--- config.mk ---
export PLATFORM = sky130hd
export DESIGN_NAME = stitch_vfpr_mp
export DESIGN_NICKNAME = d
export VERILOG_FILES = /design/src/rtl/stitch_vfpr_mp.sv
export SDC_FILE = /design/constraint.sdc
export NUM_CORES = 1
export LEC_CHECK = 0
export CAP_MARGIN = 20
export CORE_AREA = 5 5 293 295
export DETAILED_ROUTE_END_ITERATION = 8
export DIE_AREA = 0 0 298 300
export HOLD_SLACK_MARGIN = 0.03
export SLEW_MARGIN = 40
export SYNTH_ARGS = -nofsm -noshare
export SYNTH_HDL_FRONTEND = slang
export SYNTH_SLANG_ARGS = --single-unit
--- constraint.sdc ---
create_clock -name clk_i -period 7.9 [get_ports clk_i]
set_input_delay 1.58 -clock clk_i [delete_from_list [all_inputs] [get_ports clk_i]]
set_output_delay 1.58 -clock clk_i [all_outputs]
set_load 0.1 [all_outputs]
--- src/rtl/stitch_vfpr_mp.sv ---
// Multi-port operand collector: issues per-port reads, gathers out-of-order
// responses into per-port FIFOs and hands complete operand sets back in order.
module stitch_vfpr_mp #(
  parameter int DataWidth = 64,
  parameter int AddrWidth = 8,
  parameter int NumRead   = 3,
  parameter int Depth     = 4
) (
  input  logic                               clk_i,
  input  logic                               rst_i,
  input  logic                               rreq_valid_i,
  output logic                               rreq_ready_o,
  input  logic [NumRead*AddrWidth-1:0]       raddr_i,
  input  logic [NumRead-1:0]                 rmask_i,
  input  logic [AddrWidth-1:0]               waddr_i,
  input  logic [DataWidth-1:0]               wdata_i,
  input  logic                               wvalid_i,
  output logic                               wready_o,
  output logic [NumRead*DataWidth-1:0]       rdata_o,
  output logic                               rdata_valid_o,
  input  logic                               rdata_ready_i,
  output logic [NumRead:0]                   mem_q_valid_o,
  input  logic [NumRead:0]                   mem_q_ready_i,
  output logic [(NumRead+1)*AddrWidth-1:0]   mem_q_addr_o,
  output logic [NumRead:0]                   mem_q_write_o,
  output logic [DataWidth-1:0]               mem_q_wdata_o,
  input  logic [NumRead-1:0]                 mem_p_valid_i,
  input  logic [NumRead*DataWidth-1:0]       mem_p_data_i
);
  localparam int PtrW = $clog2(Depth);
  localparam int CntW = $clog2(Depth + 1);

  typedef logic [PtrW:0]   ptr_t;
  typedef logic [CntW-1:0] cnt_t;

  logic [NumRead-1:0]           iss_pend_q, iss_pend_d;
  logic [NumRead*AddrWidth-1:0] iss_addr_q, iss_addr_d;
  ptr_t                         trk_wptr_q, trk_wptr_d, trk_rptr_q, trk_rptr_d;
  ptr_t                         res_wptr_q [NumRead];
  ptr_t                         res_wptr_d [NumRead];
  ptr_t                         res_rptr_q [NumRead];
  ptr_t                         res_rptr_d [NumRead];
  cnt_t                         out_q [NumRead];
  cnt_t                         out_d [NumRead];
  logic [NumRead-1:0]           trk_mem_q [Depth];
  logic [DataWidth-1:0]         res_mem_q [NumRead][Depth];

  logic [NumRead-1:0] grant, head_mask, res_empty, res_push, res_pop;
  logic               trk_empty, trk_full, issue_done, deliver, accept;

  always_comb begin
    grant      = iss_pend_q & mem_q_ready_i[NumRead-1:0];
    issue_done = (iss_pend_q & ~grant) == '0;
    trk_empty  = trk_wptr_q == trk_rptr_q;
    trk_full   = (trk_wptr_q[PtrW] != trk_rptr_q[PtrW]) &&
                 (trk_wptr_q[PtrW-1:0] == trk_rptr_q[PtrW-1:0]);
    head_mask  = trk_mem_q[trk_rptr_q[PtrW-1:0]];
    rdata_valid_o = !trk_empty;
    for (int p = 0; p < NumRead; p++) begin
      res_empty[p] = res_wptr_q[p] == res_rptr_q[p];
      if (head_mask[p] && res_empty[p]) rdata_valid_o = 1'b0;
    end
  end

  // A pop on a full tracker frees the slot for a same-cycle accept.
  always_comb begin
    deliver      = rdata_valid_o && rdata_ready_i;
    rreq_ready_o = !rst_i && issue_done && (!trk_full || deliver);
    accept       = rreq_valid_i && rreq_ready_o;
    for (int p = 0; p < NumRead; p++) begin
      res_push[p] = mem_p_valid_i[p] && (out_q[p] != '0);
      res_pop[p]  = deliver && head_mask[p];
    end
  end

  always_comb begin
    // NOTE: every combinational output gets a default first, so no path can infer a latch.
    iss_pend_d = iss_pend_q & ~grant;
    iss_addr_d = iss_addr_q;
    trk_wptr_d = trk_wptr_q + ptr_t'(accept);
    trk_rptr_d = trk_rptr_q + ptr_t'(deliver);
    if (accept) begin
      iss_pend_d = rmask_i;
      iss_addr_d = raddr_i;
    end
    for (int p = 0; p < NumRead; p++) begin
      res_wptr_d[p] = res_wptr_q[p] + ptr_t'(res_push[p]);
      res_rptr_d[p] = res_rptr_q[p] + ptr_t'(res_pop[p]);
      out_d[p]      = out_q[p] + cnt_t'(grant[p]) - cnt_t'(res_push[p]);
    end
  end

  always_comb begin
    rdata_o = '0;
    for (int p = 0; p < NumRead; p++) begin
      if (!trk_empty && head_mask[p])
        rdata_o[p*DataWidth +: DataWidth] = res_mem_q[p][res_rptr_q[p][PtrW-1:0]];
    end
  end

  assign mem_q_valid_o = {wvalid_i & ~rst_i, iss_pend_q};
  assign mem_q_addr_o  = {waddr_i, iss_addr_q};
  assign mem_q_write_o = {1'b1, {NumRead{1'b0}}};
  assign mem_q_wdata_o = wdata_i;
  assign wready_o      = mem_q_ready_i[NumRead];

  // NOTE: state registers use non-blocking assignments so every flop samples pre-edge values.
  always_ff @(posedge clk_i or posedge rst_i) begin
    if (rst_i) begin
      iss_pend_q <= '0;
      iss_addr_q <= '0;
      trk_wptr_q <= '0;
      trk_rptr_q <= '0;
      for (int p = 0; p < NumRead; p++) begin
        res_wptr_q[p] <= '0;
        res_rptr_q[p] <= '0;
        out_q[p]      <= '0;
      end
    end else begin
      iss_pend_q <= iss_pend_d;
      iss_addr_q <= iss_addr_d;
      trk_wptr_q <= trk_wptr_d;
      trk_rptr_q <= trk_rptr_d;
      for (int p = 0; p < NumRead; p++) begin
        res_wptr_q[p] <= res_wptr_d[p];
        res_rptr_q[p] <= res_rptr_d[p];
        out_q[p]      <= out_d[p];
      end
    end
  end

  // NOTE: storage arrays carry no reset; the pointers alone define which entries are live.
  always_ff @(posedge clk_i) begin
    if (accept) trk_mem_q[trk_wptr_q[PtrW-1:0]] <= rmask_i;
    for (int p = 0; p < NumRead; p++) begin
      if (res_push[p])
        res_mem_q[p][res_wptr_q[p][PtrW-1:0]] <= mem_p_data_i[p*DataWidth +: DataWidth];
    end
  end

  // A response on a port with nothing outstanding is dropped above.
  for (genvar p = 0; p < NumRead; p++) begin : g_resp_chk
    a_no_orphan_resp: assert property (@(posedge clk_i) disable iff (rst_i)
      mem_p_valid_i[p] |-> out_q[p] != '0);
  end
endmodule

Word-level counts from Yosys, hierarchy flattened
Memory sizes are Yosys's and may differ from the RTL's.
Index checks and enable logic that the tools add are counted.
Word-level totals
  bits in registers: 60
  bits in writable memories: 780
  bits of input ports: 303
  output and inout bits: 299
  logic and storage cells: 113
  memories kept: 2
Cells by class
  $add $sub $neg: 14
  order comparisons: 9
  equality and inequality tests: 6
  mux-type cells: 30
  bitwise gates (word level): 11
  reductions and logical operators: 28
Memories
  res_mem_q: words 3, width 256, rd ports 3, clocked after memory_dff 0, write ports 3, RTL line 46  | logic [DataWidth-1:0] res_mem_q [NumRead][Depth];
  trk_mem_q: words 4, width 3, rd ports 1, clocked after memory_dff 0, write ports 1, RTL line 45  | logic [NumRead-1:0] trk_mem_q [Depth];
Operator list (number)
  2-to-1 mux 256 bit: 3
  2-to-1 mux 64 bit: 12
  binary-select mux 64 bit (select 2 bit): 3
  demux 64 bit (select 2 bit): 3
  adder 3 x 1 -> 3 bit: 11
  logical AND 1 bit: 20
  >= comparator 3 bit, second input constant: 6
  NOT 2 -> 3 bit: 6
  equality test 3 bit: 4
  less-than comparator 3 x 1 -> 1 bit, second input constant: 3
  nonzero test 3 bit: 3
  subtractor 3 x 1 -> 3 bit: 3
  2-to-1 mux 1 bit: 8
  bitwise AND 3 bit: 2
  logical NOT 1 bit: 3
  logical NOT 3 bit: 1
  2-to-1 mux 3 bit: 1
  NOT 3 bit: 1
  equality test 2 bit: 1
  bitwise AND 1 bit: 1
  logical OR 1 bit: 1
  != test 1 bit: 1
  NOT 1 bit: 1

Longest topological paths before layout
  depth in word-level cells: 11
  mapped depth: 10
  gate-level depth less buffers: 9

Least setup slack after synthesis
Ideal clock, no wire load.
  kind: input-to-reg
  start point: input port mem_p_valid_i[0]
  end point: memory res_mem_q[0][100] in the netlist's numbering, enable pin
  library setup time: 578 ps
  arrival: 6376 ps
  required time: 7322 ps
  slack: 946 ps
  cell stages on the path: 2
  buffers on the path: 0
  cells stage by stage: o31ai_1 nor3b_1
RTL lines
  from (decl): RTL line 27  | input logic [NumRead-1:0] mem_p_valid_i,
  to (decl): RTL line 46

Final worst setup path
  start point: register trk_rptr_q[0]
  end point: output port rreq_ready_o
On the way
  longest elaborated chain between the ends: 8
  elaborated cells between the ends (all ways): 15
  classes of those cells: eq/ne: 2; mux: 3; reduce/logical: 9; memory: 1
RTL lines
  from (decl): RTL line 38  | ptr_t trk_wptr_q, trk_wptr_d, trk_rptr_q, trk_rptr_d;
  from (signal assigned): RTL line 123  | trk_rptr_q <= trk_rptr_d;
  memory (4 x 3 bit) or equality test 3 bit (tied branches)
  logical AND 1 bit or logical NOT 1 bit (tied branches): RTL line 61, 58
  2-to-1 mux 1 bit (3 in series): RTL line 61  | if (head_mask[p] && res_empty[p]) rdata_valid_o = 1'b0;
  logical AND 1 bit: RTL line 67  | deliver = rdata_valid_o && rdata_ready_i;
  logical OR 1 bit *: RTL line 68  | rreq_ready_o = !rst_i && issue_done && (!trk_full || deliver);
  logical AND 1 bit *: RTL line 68
  to (decl): RTL line 12  | output logic rreq_ready_o,
Every way passes the cells marked *; elsewhere a longest branch is shown, timed or not.

==> results by stage <==
Synthesis:
- In this run the biggest area consumer among cell types represents a little under three quarters of the synthesized area.
- Counting flops with a built-in enable in the synthesized netlist gives slightly below 800.
- The dominant register cell in the synthesized netlist is edfxtp_1.
- The total number of yosys warnings is 0.
- Sequential elements use between 70% and 80% of the synthesized area.
- In the post-synthesis netlist, the biggest area contributors are edfxtp_1 71%, mux4_2 13%, dfrtp_1 4.6%.
- After technology mapping, the gate count stands at roughly 1500.
- After synthesis, the share of flip-flops with an asynchronous set or reset is between 7 and 8%.
- The most instantiated library cell after synthesis is edfxtp_1.
- Averaged over all synthesized cells, the footprint is approximately 21 µm².
- The leading area contributor after synthesis is edfxtp_1.
- Ranked by instance count, the synthesized netlist is headed by 780 x edfxtp_1, 201 x and3_1, 192 x mux4_2, 77 x buf_4, 65 x clkbuf_1.
- The netlist uses 31 different library cells.
- The cell area after synthesis is roughly 33000 µm².
- The flip-flop and latch count after synthesis is 840.

Global routing:
- The number of global-route vias before repair is between 15000 and 20000.
- The initial antenna violation count is 14.
- After global routing the overflow that remains totals 0.
- In the global route stage, overall resource usage came out at between 15 and 20%.
- The largest net degree at the start of global routing is 108.
- The global-route wire length before repair is 111000 µm.

Detailed routing:
- The routed wire length is roughly 74000 µm.
- The initial DRC count is a little over 1000.
- For this block, the via count after detailed routing is approximately 16000.
- The number of detailed-routing iterations run before antenna repair is 4.
- The via-per-instance ratio is approximately 5.2.
- The routed wire length per instance is roughly 24 µm.
- Once detail routing completed, the nets flagged for antenna violations numbered 0.
- After detailed routing, the number of remaining DRC violations is 0.

Layout:
- The share of cells above drive strength 1 is between 30% and 40%.
- The finished layout holds around 3100 standard cells, fillers aside.
- The signed area change from the synthesized netlist to the final layout is 21.4%.
- The cell area after layout is roughly 40000 µm².
- The net count of the finished layout is 2268.

Timing:
- Setup violations remaining at the end of the flow were counted as 0.
- The minimum period implied by the final worst setup slack is about 5100 ps.
- The actual transition at the worst max-transition pin is slightly above 800 ps.
- Summed over all failing endpoints, the final setup total negative slack is 0 ps.
- The final hold violation count came to 0.
- The max-slew violation count is 0.
- Measured against its own limit, the worst slew margin works out to between 40% and 50%.
- The worst setup skew after layout is between 15 and 20 ps.
- Setup repair after global routing left no endpoint under its margin.
- The final clock period utilization by the worst path is around 65%.
- For this run, the top clock speed supported by timing is about 0.20 GHz.

Worst setup path:
- The worst setup path is of the reg -> out kind.
- The worst setup path is launched from a register.
- The type of element capturing the critical path is a primary output.
- The data required time at the worst endpoint is 6320 ps.
- Measured in cells, the most critical reg-to-reg path has a length of 8.
- Data on the critical path arrives at its endpoint at 3520 ps.
- The maximum fanout count along the critical path is 66.

Clocking:
- The cts-stage hold buffer count is 0.
- The number of gates resized after CTS is 0.
- The clock tree from TritonCTS is yes.
- No sink is reached through more buffers than the 3 on the longest clock path.
- The tree built by TritonCTS fans out to 840 sinks.
- CTS placed an instance of clkbuf_16 at the clock tree root.
- At the later pin of the worst-skew pair, clock insertion delay measures approximately 630 ps.
- The number of H-tree branching levels is 3.
- The number of buffers inserted by post-CTS setup repair is 0.
- The clock-pin slew reported for the worst setup and hold paths after clock tree synthesis is about 60 ps.
- Buffers inserted during clock tree synthesis total between 80 and 90.

Placement:
- The total half-perimeter wirelength after legalization and detailed placement is roughly 47000 µm.
- The area of placed instances is about 37000 µm².
- The final weighted congestion of routability-driven global placement is 0.730.
- The count of buffers from port buffering is about 450.
- Once placement completed, the tool counted placed cells totaling between 2000 and 3000.

Floorplanning:
- The full die area is 89400 µm².
- The die is about 300 µm wide.
- The die is 300 µm tall.
- The number of top-level design ports is approximately 600.
- The number of placement rows is between 100 and 150.
- The area of the core is a little over 80000 µm².
- The starting density of the core is around 40%.

Status:
- The run finished with clean final reports.

Flow run:
- The tool flagged a number of max-cap violations equal to 0.

Min path:
- The tightest min-delay check is of the reg -> reg type.
- The count of cells along the worst hold path is 1.
## registers in the layout, summed over array words and instances (netlist names)
| name | flops |
|---|---|
| trk_rptr_q | 3 |
| res_rptr_q | 9 |
| iss_pend_q | 3 |
| res_mem_q | 768 |
| out_q | 9 |
| trk_mem_q | 12 |
| res_wptr_q | 9 |
| iss_addr_q | 24 |
| trk_wptr_q | 3 |
## cell usage in the layout (no fill, tap or decap), types with 4 or more instances in the layout
cell type          n
clkinv_1          14
inv_1             13
nand2_1            8
and3_1           198
bufinv_16          6
clkinv_2          16
buf_2            222
clkbuf_16         89
clkinvlp_4         5
buf_6             11
nor2b_1            4
buf_4             14
ha_1              22
mux2_4            24
mux4_2           194
diode_2           11
clkbuf_1          21
conb_1             4
xnor2_1           18
xor2_1             8
clkdlybuf4s50_1  229
edfxtp_1         780
dfrtp_1           54
buf_12             4
## metrics by stage
stage / worst slack [ps] / util [%] / hold slack, ps
3_3_place_gp: 2040 / 45.8 / 475
5_1_grt: 2570 / 48.0 / 505
3_5_place_dp: 2780 / 44.6 / 477
4_1_cts: 2660 / 48.0 / 490
6_report: 2800 / 48.0 / 483
2_1_floorplan: 946 / - / 462
## path summary, 6_finish.rpt
| check | startpoint | end | slack (ps) |
|---|---|---|---|
| max reg2reg | trk_rptr_q[0] | trk_wptr_q[2] | 4670 |
| min | res_rptr_q[8] | res_rptr_q[8] | 480 |
| max | trk_rptr_q[0] | rreq_ready_o | 2800 |
| max in group asynchronous | rst_i | res_rptr_q[6] | 5770 |
| min reg2reg | res_rptr_q[8] | res_rptr_q[8] | 480 |
| min in group asynchronous | rst_i | out_q[5] | 1670 |
## layout make-up
class                   instances  area [µm²]
fillers                      6851       43100
clock buffers                 110        2310
inverters                      15        58.8
repair buffers                480        3710
multi-input cells             514        6910
diodes                         11        27.5
well taps                    1080        1350
flip-flops and latches        840       24900
clock inverters                49         485
## kinds of logic (layout without fill, tap and decap cells)
kind of cell | Yosys count | count (layout) | synth area share, %
DFF | 840 | 840 | 76.0
and+or+nand+nor | 232 | 232 | 4.33
muxes | 219 | 219 | 14.5
buffers and inverters | 180 | 654 | 3.11
xor gates and xnor gates | 26 | 26 | 0.695
adders and majority gates | 25 | 25 | 1.02
AOI/OAI and AO/OA | 8 | 8 | 0.244
other | 2 | 15 | 0.0229
## metal layers
metal / up-vias / share of wire (%) / GRT usage (%)
met5: - / 0.073 / 0
met4: 8 / 2.8 / 5.39
li1: 7014 / - / -
met2: 520 / 50 / 26.9
met3: 128 / 6.9 / 4.79
met1: 8349 / 40 / 20.6
## worst max-delay path, cell delays in order (launching register included)
cell and delay, ps:
dfrtp_1 490, mux4_4 1020, nand4_1 210, and4_1 360
and2_1 210, o31a_1 130, buf_2 460
Power is left out: the tool's default activity adds up to more than one toggle a clock period on the data nets, which glitch-free logic cannot reach.
